`config.mk`:
```
export PLATFORM = sky130hd
export DESIGN_NAME = spi_frame_decoder_flat
export DESIGN_NICKNAME = d
export VERILOG_FILES = /design/src/rtl/spi_frame_decoder_if.sv /design/src/rtl/spi_frame_decoder.sv /design/src/flat_wrapper.sv
export SDC_FILE = /design/constraint.sdc
export NUM_CORES = 1
export LEC_CHECK = 0
export ABC_CLOCK_PERIOD_IN_PS = 2200
export BUFFER_PORTS_ARGS = -buffer_cell sky130_fd_sc_hd__buf_2
export CAP_MARGIN = 20
export CORE_ASPECT_RATIO = 0.6
export CORE_UTILIZATION = 52
export DETAILED_ROUTE_END_ITERATION = 7
export PLACE_DENSITY = 0.78
export SYNTH_ARGS = -nofsm -noshare
export SYNTH_HDL_FRONTEND = slang
export SYNTH_SLANG_ARGS = --single-unit
```
`constraint.sdc`:
```
create_clock -name sys_clk -period 2.2 [get_ports sys_clk]
set_input_delay 0 -clock sys_clk [delete_from_list [all_inputs] [get_ports sys_clk]]
set_output_delay 0 -clock sys_clk [all_outputs]
set_load 0.02 [all_outputs]
```
`src/rtl/spi_frame_decoder_if.sv`:
```
// Bus bundle between the SPI byte engine and its neighbours.
// SPI side : ss, rx_data, rx_rdy (toward decoder); tx_data, tx_latch (toward SPI slave)
// CSR side : csr_addr, csr_wdata, csr_we, csr_re (toward CSR); csr_rdata (toward decoder)
// master   : the frame decoder; slave : the SPI slave plus CSR block around it.
interface spi_frame_decoder_if #(
  parameter int unsigned ADDR_W = 4
);
  logic              ss;
  logic [7:0]        rx_data;
  logic              rx_rdy;
  logic [7:0]        tx_data;
  logic              tx_latch;
  logic [ADDR_W-1:0] csr_addr;
  logic [7:0]        csr_wdata;
  logic              csr_we;
  logic              csr_re;
  logic [7:0]        csr_rdata;

  modport master (
    input  ss, rx_data, rx_rdy, csr_rdata,
    output tx_data, tx_latch, csr_addr, csr_wdata, csr_we, csr_re
  );

  modport slave (
    output ss, rx_data, rx_rdy, csr_rdata,
    input  tx_data, tx_latch, csr_addr, csr_wdata, csr_we, csr_re
  );
endinterface

```
`src/rtl/spi_frame_decoder.sv`:
```
// Byte-level frame engine between an SPI slave and a CSR block.
// A frame is bounded by slave-select low. The first byte is a header
// (bit7 = write, bits[6:0] = start address); following bytes are write data
// or dummy bytes that clock out auto-incrementing read data.
// Ports: sys_clk, rst (async active-low), bus (master modport: SPI byte
// stream in, tx byte out, CSR strobes), busy (frame in progress),
// err (sticky out-of-range flag).
module spi_frame_decoder #(
  parameter int unsigned NUM_REGS = 16,
  parameter int unsigned ADDR_W   = 4,
  parameter logic [7:0]  RD_FILL  = 8'hFF
) (
  input  logic                sys_clk,
  input  logic                rst,
  spi_frame_decoder_if.master bus,
  output logic                busy,
  output logic                err
);

  localparam int unsigned HDR_AW = 7;
  localparam int unsigned BYTE_W = 8;
  localparam int unsigned CMP_W  = 8;

  typedef enum logic [2:0] {
    S_IDLE,
    S_HDR,
    S_WR,
    S_RD_FETCH,
    S_RD_LOAD,
    S_RD_WAIT
  } state_e;

  state_e              state_q, state_d;
  logic                ss_meta_q, ss_meta_d;
  logic                ss_s_q, ss_s_d;
  logic                ss_prev_q, ss_prev_d;
  logic [HDR_AW-1:0]   addr_q, addr_d;
  logic                bad_q, bad_d;
  logic [BYTE_W-1:0]   tx_data_q, tx_data_d;
  logic                tx_latch_q, tx_latch_d;
  logic [ADDR_W-1:0]   csr_addr_q, csr_addr_d;
  logic [BYTE_W-1:0]   csr_wdata_q, csr_wdata_d;
  logic                csr_we_q, csr_we_d;
  logic                csr_re_q, csr_re_d;
  logic                busy_q, busy_d;
  logic                err_q, err_d;

  logic [HDR_AW-1:0]   hdr_addr;
  logic                hdr_bad;
  logic                ss_fall;

  // Wrap from the last implemented register back to 0.
  function automatic logic [HDR_AW-1:0] addr_inc(input logic [HDR_AW-1:0] a);
    if (CMP_W'({1'b0, a}) == CMP_W'(NUM_REGS - 1)) begin
      return '0;
    end
    return a + HDR_AW'(1);
  endfunction

  assign hdr_addr = bus.rx_data[HDR_AW-1:0];
  // 8-bit compare so NUM_REGS = 128 still works.
  assign hdr_bad  = CMP_W'({1'b0, hdr_addr}) >= CMP_W'(NUM_REGS);
  assign ss_fall  = ss_prev_q & ~ss_s_q;

  // Next-state and registered-output logic.
  always_comb begin
    state_d     = state_q;
    ss_meta_d   = bus.ss;
    ss_s_d      = ss_meta_q;
    ss_prev_d   = ss_s_q;
    addr_d      = addr_q;
    bad_d       = bad_q;
    tx_data_d   = tx_data_q;
    tx_latch_d  = 1'b0;
    csr_addr_d  = csr_addr_q;
    csr_wdata_d = csr_wdata_q;
    csr_we_d    = 1'b0;
    csr_re_d    = 1'b0;
    err_d       = err_q;

    unique case (state_q)
      S_IDLE: begin
        if (ss_fall) begin
          state_d = S_HDR;
        end
      end

      S_HDR: begin
        if (bus.rx_rdy) begin
          addr_d = hdr_addr;
          bad_d  = hdr_bad;
          if (hdr_bad) begin
            err_d = 1'b1;
          end
          if (ss_s_q) begin
            // Frame closing with the header: no fetch is started.
            state_d = S_IDLE;
          end else if (bus.rx_data[BYTE_W-1]) begin
            state_d = S_WR;
          end else begin
            state_d = S_RD_FETCH;
            if (!hdr_bad) begin
              csr_re_d   = 1'b1;
              csr_addr_d = ADDR_W'(hdr_addr);
            end
          end
        end else if (ss_s_q) begin
          state_d = S_IDLE;
        end
      end

      S_WR: begin
        // A byte landing together with ss rising still commits.
        if (bus.rx_rdy && !bad_q) begin
          csr_we_d    = 1'b1;
          csr_wdata_d = bus.rx_data;
          csr_addr_d  = ADDR_W'(addr_q);
          addr_d      = addr_inc(addr_q);
        end
        if (ss_s_q) begin
          state_d = S_IDLE;
        end
      end

      S_RD_FETCH: begin
        state_d = ss_s_q ? S_IDLE : S_RD_LOAD;
      end

      S_RD_LOAD: begin
        if (ss_s_q) begin
          state_d = S_IDLE;
        end else begin
          state_d    = S_RD_WAIT;
          tx_data_d  = bad_q ? RD_FILL : bus.csr_rdata;
          tx_latch_d = 1'b1;
          if (!bad_q) begin
            addr_d = addr_inc(addr_q);
          end
        end
      end

      S_RD_WAIT: begin
        if (ss_s_q) begin
          state_d = S_IDLE;
        end else if (bus.rx_rdy) begin
          state_d = S_RD_FETCH;
          if (!bad_q) begin
            csr_re_d   = 1'b1;
            csr_addr_d = ADDR_W'(addr_q);
          end
        end
      end

      default: begin
        state_d = S_IDLE;
      end
    endcase

    busy_d = (state_d != S_IDLE);
  end

  // State and output registers.
  always_ff @(posedge sys_clk or negedge rst) begin
    if (!rst) begin
      state_q     <= S_IDLE;
      ss_meta_q   <= 1'b1;
      ss_s_q      <= 1'b1;
      ss_prev_q   <= 1'b1;
      addr_q      <= '0;
      bad_q       <= 1'b0;
      tx_data_q   <= '0;
      tx_latch_q  <= 1'b0;
      csr_addr_q  <= '0;
      csr_wdata_q <= '0;
      csr_we_q    <= 1'b0;
      csr_re_q    <= 1'b0;
      busy_q      <= 1'b0;
      err_q       <= 1'b0;
    end else begin
      state_q     <= state_d;
      ss_meta_q   <= ss_meta_d;
      ss_s_q      <= ss_s_d;
      ss_prev_q   <= ss_prev_d;
      addr_q      <= addr_d;
      bad_q       <= bad_d;
      tx_data_q   <= tx_data_d;
      tx_latch_q  <= tx_latch_d;
      csr_addr_q  <= csr_addr_d;
      csr_wdata_q <= csr_wdata_d;
      csr_we_q    <= csr_we_d;
      csr_re_q    <= csr_re_d;
      busy_q      <= busy_d;
      err_q       <= err_d;
    end
  end

  assign bus.tx_data   = tx_data_q;
  assign bus.tx_latch  = tx_latch_q;
  assign bus.csr_addr  = csr_addr_q;
  assign bus.csr_wdata = csr_wdata_q;
  assign bus.csr_we    = csr_we_q;
  assign bus.csr_re    = csr_re_q;
  assign busy          = busy_q;
  assign err           = err_q;

endmodule

```
`src/flat_wrapper.sv`:
```
// flat-port wrapper written by rule: the top's interface ports become plain ports
module spi_frame_decoder_flat 
#(
  parameter int unsigned NUM_REGS = 16,
  parameter int unsigned ADDR_W   = 4,
  parameter logic [7:0]  RD_FILL  = 8'hFF
)
  (sys_clk, rst, busy, err, bus_ss, bus_rx_data, bus_rx_rdy, bus_csr_rdata, bus_tx_data, bus_tx_latch, bus_csr_addr, bus_csr_wdata, bus_csr_we, bus_csr_re);
  spi_frame_decoder_if #(.ADDR_W(ADDR_W)) bus_i ();
  input  logic sys_clk;
  input  logic rst;
  output logic busy;
  output logic err;
  input wire logic [$bits(bus_i.ss)-1:0] bus_ss;
  input wire logic [$bits(bus_i.rx_data)-1:0] bus_rx_data;
  input wire logic [$bits(bus_i.rx_rdy)-1:0] bus_rx_rdy;
  input wire logic [$bits(bus_i.csr_rdata)-1:0] bus_csr_rdata;
  output wire logic [$bits(bus_i.tx_data)-1:0] bus_tx_data;
  output wire logic [$bits(bus_i.tx_latch)-1:0] bus_tx_latch;
  output wire logic [$bits(bus_i.csr_addr)-1:0] bus_csr_addr;
  output wire logic [$bits(bus_i.csr_wdata)-1:0] bus_csr_wdata;
  output wire logic [$bits(bus_i.csr_we)-1:0] bus_csr_we;
  output wire logic [$bits(bus_i.csr_re)-1:0] bus_csr_re;
  assign bus_i.ss = bus_ss;
  assign bus_i.rx_data = bus_rx_data;
  assign bus_i.rx_rdy = bus_rx_rdy;
  assign bus_i.csr_rdata = bus_csr_rdata;
  assign bus_tx_data = bus_i.tx_data;
  assign bus_tx_latch = bus_i.tx_latch;
  assign bus_csr_addr = bus_i.csr_addr;
  assign bus_csr_wdata = bus_i.csr_wdata;
  assign bus_csr_we = bus_i.csr_we;
  assign bus_csr_re = bus_i.csr_re;
  spi_frame_decoder #(.NUM_REGS(NUM_REGS), .ADDR_W(ADDR_W), .RD_FILL(RD_FILL)) u_core (.sys_clk(sys_clk), .rst(rst), .bus(bus_i), .busy(busy), .err(err));
endmodule
```
# After elaboration in Yosys (flattened, before gate mapping)
# Cells that the tools add are included.
totals:
  romBits: 0
  ramBits: 0
  latch_bits: 0
  out_inout_bits: 25
  elab_cells: 92
  memories: 0
  in_bits: 20
  reg_bits: 39
op_classes:
  reduce_logical: 12
  shift: 0
  n_eq_ne: 16
  div: 0
  n_lt_le_gt_ge: 1
  mul: 0
  bitwise_logic: 2
  muxes: 46
  add_sub_neg: 1
op_table:
  columns: ["op", "n"]
  rows:
  - ["7-bit 2-to-1 mux", 7]
  - ["4-bit 2-to-1 mux", 8]
  - ["3-bit 2-to-1 mux", 8]
  - ["7-bit one-hot mux with 3 select lines", 1]
  - ["1-bit 2-to-1 mux", 18]
  - ["2-bit != test (second input constant)", 9]
  - ["3-bit one-hot mux with 6 select lines", 1]
  - ["4-bit one-hot mux with 3 select lines", 1]
  - ["9-bit AND reduction", 1]
  - ["3-bit nonzero test", 3]
  - ["8-bit 2-to-1 mux", 1]
  - ["7-bit by 1-bit adder with 7-bit output (second input constant)", 1]
  - ["7-bit by 4-bit equality test with 1-bit output (second input constant)", 1]
  - ["7-bit by 5-bit >= comparator with 1-bit output (second input constant)", 1]
  - ["3-bit by 2-bit equality test with 1-bit output (second input constant)", 2]
  - ["3-bit equality test (second input constant)", 2]
  - ["2-bit AND reduction", 3]
  - ["5-bit AND reduction", 1]
  - ["3-bit by 1-bit equality test with 1-bit output (second input constant)", 1]
  - ["3-bit logical NOT", 1]
  - ["3-bit AND reduction", 1]
  - ["2-bit by 1-bit != test with 1-bit output (second input constant)", 1]
  - ["1-bit one-hot mux with 2 select lines", 1]
  - ["1-bit bitwise AND", 1]
  - ["3 further kinds", 3]

# Depth between registers and ports, before layout
logic_depth:
  depth_word: 9
  mapped_depth: 6
  mapped_depth_nobuf: 5

# Worst setup path after synthesis
# OpenSTA, ideal clock, no wires.
synth_path:
  path_kind: "register to register"
  start: "reg u_core.state_q[2]"
  end: "reg u_core.csr_addr_q[0] (netlist: u_core.bus.csr_addr[0])"
  period_less_slack_ps: 1771
  stages_incl_launch_ff: 6
  path_slack_ps: 429
  t_arrival_ps: 1643
  setup_time_ps: 128
  t_required_ps: 2072
  path_buffers: 1
  cell_sequence: "dfrtp_1 > buf_6 > or3b_1 > nand2_1 > mux2_2 > mux2_1"
synth_between:
  elab_chain_len: 3
  word_cells_on_any_way: 14
  classes_between: "eq/ne (11); mux (1); reduce/logical (2)"
synth_rtl:
  columns: ["item", "line_no", "text"]
  rows:
  - ["start: declaration", "spi_frame_decoder.sv:33", "state_e state_q, state_d;"]
  - ["start signal: assignment", "spi_frame_decoder.sv:180", "state_q <= state_d;"]
  - ["3-bit equality test (tied with other cells)", "spi_frame_decoder.sv:81", "unique case (state_q)"]
  - ["2-bit != test (no line) (tied with other cells)", null, null]
  - ["9-bit AND reduction (no line)", null, null]
  - ["end signal: assignment", "spi_frame_decoder.sv:188", "csr_addr_q <= csr_addr_d;"]
  - ["end: declaration", "spi_frame_decoder.sv:41", "logic [ADDR_W-1:0] csr_addr_q, csr_addr_d;"]
# Parallel ways exist; a longest one is shown, timed or not.
# A chain may end at the register's enable or synchronous reset.

# Worst setup path after layout
layout_path:
  start: "reg u_core.state_q[1]"
  end: "reg u_core.csr_wdata_q[2] (netlist: u_core.bus.csr_wdata[2])"
layout_between:
  elab_chain_len: 2
layout_rtl:
  columns: ["item", "line_no", "text"]
  rows:
  - ["3-bit by 2-bit equality test with 1-bit output", "spi_frame_decoder.sv:81", null]
  - ["2-bit AND reduction (no line)", null, null]
  - ["end signal: assignment", "spi_frame_decoder.sv:189", "csr_wdata_q <= csr_wdata_d;"]
  - ["end: declaration", "spi_frame_decoder.sv:42", "logic [BYTE_W-1:0] csr_wdata_q, csr_wdata_d;"]
# Every way passes these cells.

==> impl_metrics.py <==
metrics = {
    "run_status": {
        "status": "finished clean",
    },
    "power": {
        "ir_worst_vdd_uv": 674,
        "p_leak_nw": 1.09,
        "powerDensity_nw_per_um2": 959,
    },
    "synthesis": {
        "synth_edf_count": 0,
        "synth_area_leaders": "dfrtp_1, mux2_4, dfstp_2, nor2_1, a21oi_1",
        "syn-cell-area_um2": 1840,
        "synth_adder_area_share_pct": 0.680,
        "synthSimpleGateAreaFrac_pct": 15.7,
        "seq_area_frac_synth_pct": 53.2,
        "syn_inst": 162,
        "synth_seq_cells": 39,
        "avgSynthCellArea_um2": 11.4,
        "synth_nets": 183,
        "synth_top_family_by_area": "simple AND/OR/NAND/NOR gates",
        "synth_mux_area_share_pct": 12.6,
        "yosys.cell_types.count": 44,
        "yosys_warnings": 0,
        "synth_top_area_share_pct": 48.9,
        "synth_flop_cell": "dfrtp_1",
        "synth_compound_area_share_pct": 13.2,
        "ys_async_sr_fraction_pct": 100,
        "yosysTopAreaCell": "dfrtp_1",
        "synthXorXnorAreaFrac_pct": 0.476,
    },
    "route": {
        "final_antenna_net_count": 0,
        "firstDrtPassIters": 4,
        "drc": 0,
        "vias": 1500,
        "drt_iter0_markers": 99,
        "vias_per_cell": 5.56,
        "wl_um": 4230,
        "wl_per_cell_um": 15.7,
    },
    "setup_path": {
        "cp_slowest_cell": "dfrtp_1",
        "crit_start": "u_core.state_q[1]$_DFF_PN0_",
        "crit_type": "register to register",
        "crit_buf_inv": 0,
        "path_cells": "or3b_1 > or2_1 > mux2_4",
        "path_depth": 3,
        "critPathTopFamily": "simple AND/OR/NAND/NOR gates",
        "critPathMaxFanout": 11,
        "crit_arrival_ns": 2.13,
        "rrSetupSlack_ns": 0.24,
        "slowest_delay_ns": 0.54,
        "cp-end-kind": "register",
        "required_ns": 2.37,
        "r2r_cells": 3,
        "r2r-end": "u_core.bus.csr_wdata[2]$_DFFE_PN0P_",
        "start_kind": "register",
        "worstReg2RegStart": "u_core.state_q[1]$_DFF_PN0_",
        "critPathCapture": "u_core.bus.csr_wdata[2]$_DFFE_PN0P_",
    },
    "finish": {
        "layout_commonest_cell": "buf_2",
        "final_nets": 245,
        "n_antenna_cell": 0,
        "drive_above_1_share_pct": 35.1,
        "syn2layout_area_growth_pct": 26.7,
        "final_cell_mix": "buf_2, dfrtp_1, nor2_1",
    },
    "placed_design": {
        "gp_congestion": 0.809,
        "dpl.hpwl_um": 2890,
        "place_ws_ns": 0.282,
        "io_buffer_count": 44,
    },
    "timing": {
        "final_max_slew_viol_count": 0,
        "relSlewSlack_pct": 42.8,
        "setup_viol": 0,
        "worstMarginPinSlew_ns": 0.858,
        "max_freq_mhz": 510,
        "finalHoldViolCount": 0,
        "layout_min_cycle_time_ns": 1.96,
        "setup_tns_ns": 0,
        "finalCritPeriodShare_pct": 89.1,
        "grt_setup_unrepaired": "no",
        "fin_ws_ns": 0.240,
        "skew_ns": 0.00971,
    },
    "hold_path": {
        "hp-class": "input port to register",
        "min_from": "bus_csr_rdata[6]",
    },
    "floorplanning": {
        "dieArea_um2": 3790,
        "fp.dieH_um": 48.1,
        "coreArea_um2": 3320,
        "num_io_pins": 45,
        "initial_utilization_pct": 55.4,
        "rows": 16,
        "die_x_um": 78.8,
    },
    "grt": {
        "grt_usage_pct": 24.0,
        "grt_first_pass_wirelength_um": 6540,
        "grt_pass1_vias": 1351,
        "antenna_found_initial": 0,
        "globalRouteOverflowTotal": 0,
        "grt_max_degree": 40,
    },
    "job": {
        "cap_violations": 0,
    },
    "clocking": {
        "insertion_delay_ns": 0.29,
        "cts_htree_levels": 2,
        "clock-sinks": 39,
        "cts.clk_slew.worst_paths_ns": 0.08,
        "cts_buffers": 5,
        "clock_path_buffers": 2,
        "cts_tree": "built",
        "root_buffer": "clkbuf_8",
        "postCtsSetupBuffers": 0,
    },
}
## how the worst min path moves through the flow
stage / end / cells after the start
after floorplan: u_core.addr_q[0]$_DFFE_PN0P_ / 0
after global placement: u_core.ss_meta_q$_DFF_PN1_ / 1
after detailed placement: u_core.ss_meta_q$_DFF_PN1_ / 1
after CTS: u_core.bus.tx_data[0]$_DFFE_PN0P_ / 3
after global routing: u_core.bus.tx_data[6]$_DFFE_PN0P_ / 3
final: u_core.bus.tx_data[6]$_DFFE_PN0P_ / 3
## sequential cells by signal, indices dropped and copies added (netlist names)
name and cells:
u_core.bus.csr_wdata 8, u_core.bad_q 1, u_core.ss_prev_d 1, u_core.bus.tx_latch 1, u_core.bus.csr_we 1, u_core.bus.tx_data 8, u_core.busy 1, u_core.state_q 3
u_core.err 1, u_core.ss_meta_q 1, u_core.bus.csr_re 1, u_core.addr_q 7, u_core.bus.csr_addr 4, u_core.ss_prev_q 1
## routing by layer
| metal | GRT usage (%) | up-vias | share of wire (%) |
|---|---|---|---|
| li1 | - | 702 | - |
| met1 | 31.9 | 734 | 48 |
| met2 | 39.5 | 62 | 45 |
| met3 | 5.71 | 2 | 6.8 |
| met4 | 8.89 | 0 | 0.38 |
| met5 | 0 | - | 0 |
## final cells by class
cell class,instances,area (µm²)
Tap cell,45,56.3
Timing Repair Buffer,65,415
Inverter,3,11.3
Multi-Input combinational cell,110,785
Fill cell,271,991
Clock buffer,6,72.6
Sequential cell,39,980
Clock inverter,2,12.5
## timing repair
action | CTS | global route
hold buffers | 15 | 0
setup endpoints to repair | 0 | 0
gates resized for setup | 0 | 0
hold endpoints to repair | 50 | 0
## synthesized netlist by cell type (3+ instances only)
cell type,number
a21oi_1,14
a22oi_1,4
buf_2,4
buf_6,3
clkbuf_1,3
dfrtp_1,36
dfstp_2,3
inv_1,3
mux2_1,4
mux2_2,5
mux2_4,8
nand2_1,5
nand3_1,4
nand3b_1,3
nor2_1,21
nor3_1,3
o2bb2ai_1,4
or2_2,3
## tightest hold or removal path, delay by kind of cell
| kind | cells | cell delay (ns) |
|---|---|---|
| simple gates | 1 | 0.07 |
| buf+inv | 1 | 0.10 |
| compound gates | 1 | 0.08 |
## power by group
part           total, mW  switching, mW  internal (mW)  leakage [nW]
clock              0.465          0.244          0.221        0.0412
sequential          1.06          0.155          0.904         0.450
combinational      0.713          0.381          0.332         0.598
total               2.24          0.780           1.46          1.09
## through the flow
step                      std cells  instance area [µm²]  power, mW  hold WS [ns]  util, %
after floorplan                 162                 1840       1.51        -0.296        -
after global placement          247                 2100       1.73         0.105     63.1
after detailed placement        247                 2100       1.76         0.109     63.1
after CTS                       270                 2330       2.25      0.000635     70.2
after global routing            270                 2330       2.37       0.00884     70.2
final                           270                 2330       2.24       0.00232     70.2
## cells by family after synthesis
kind of cell,count (synthesis)
AOI/OAI and AO/OA,36
xor gates and xnor gates,1
adders and majority gates,1
buffers and inverters,13
DFF,39
muxes,18
and+or+nand+nor,54
(Power assumes the default switching activity.)
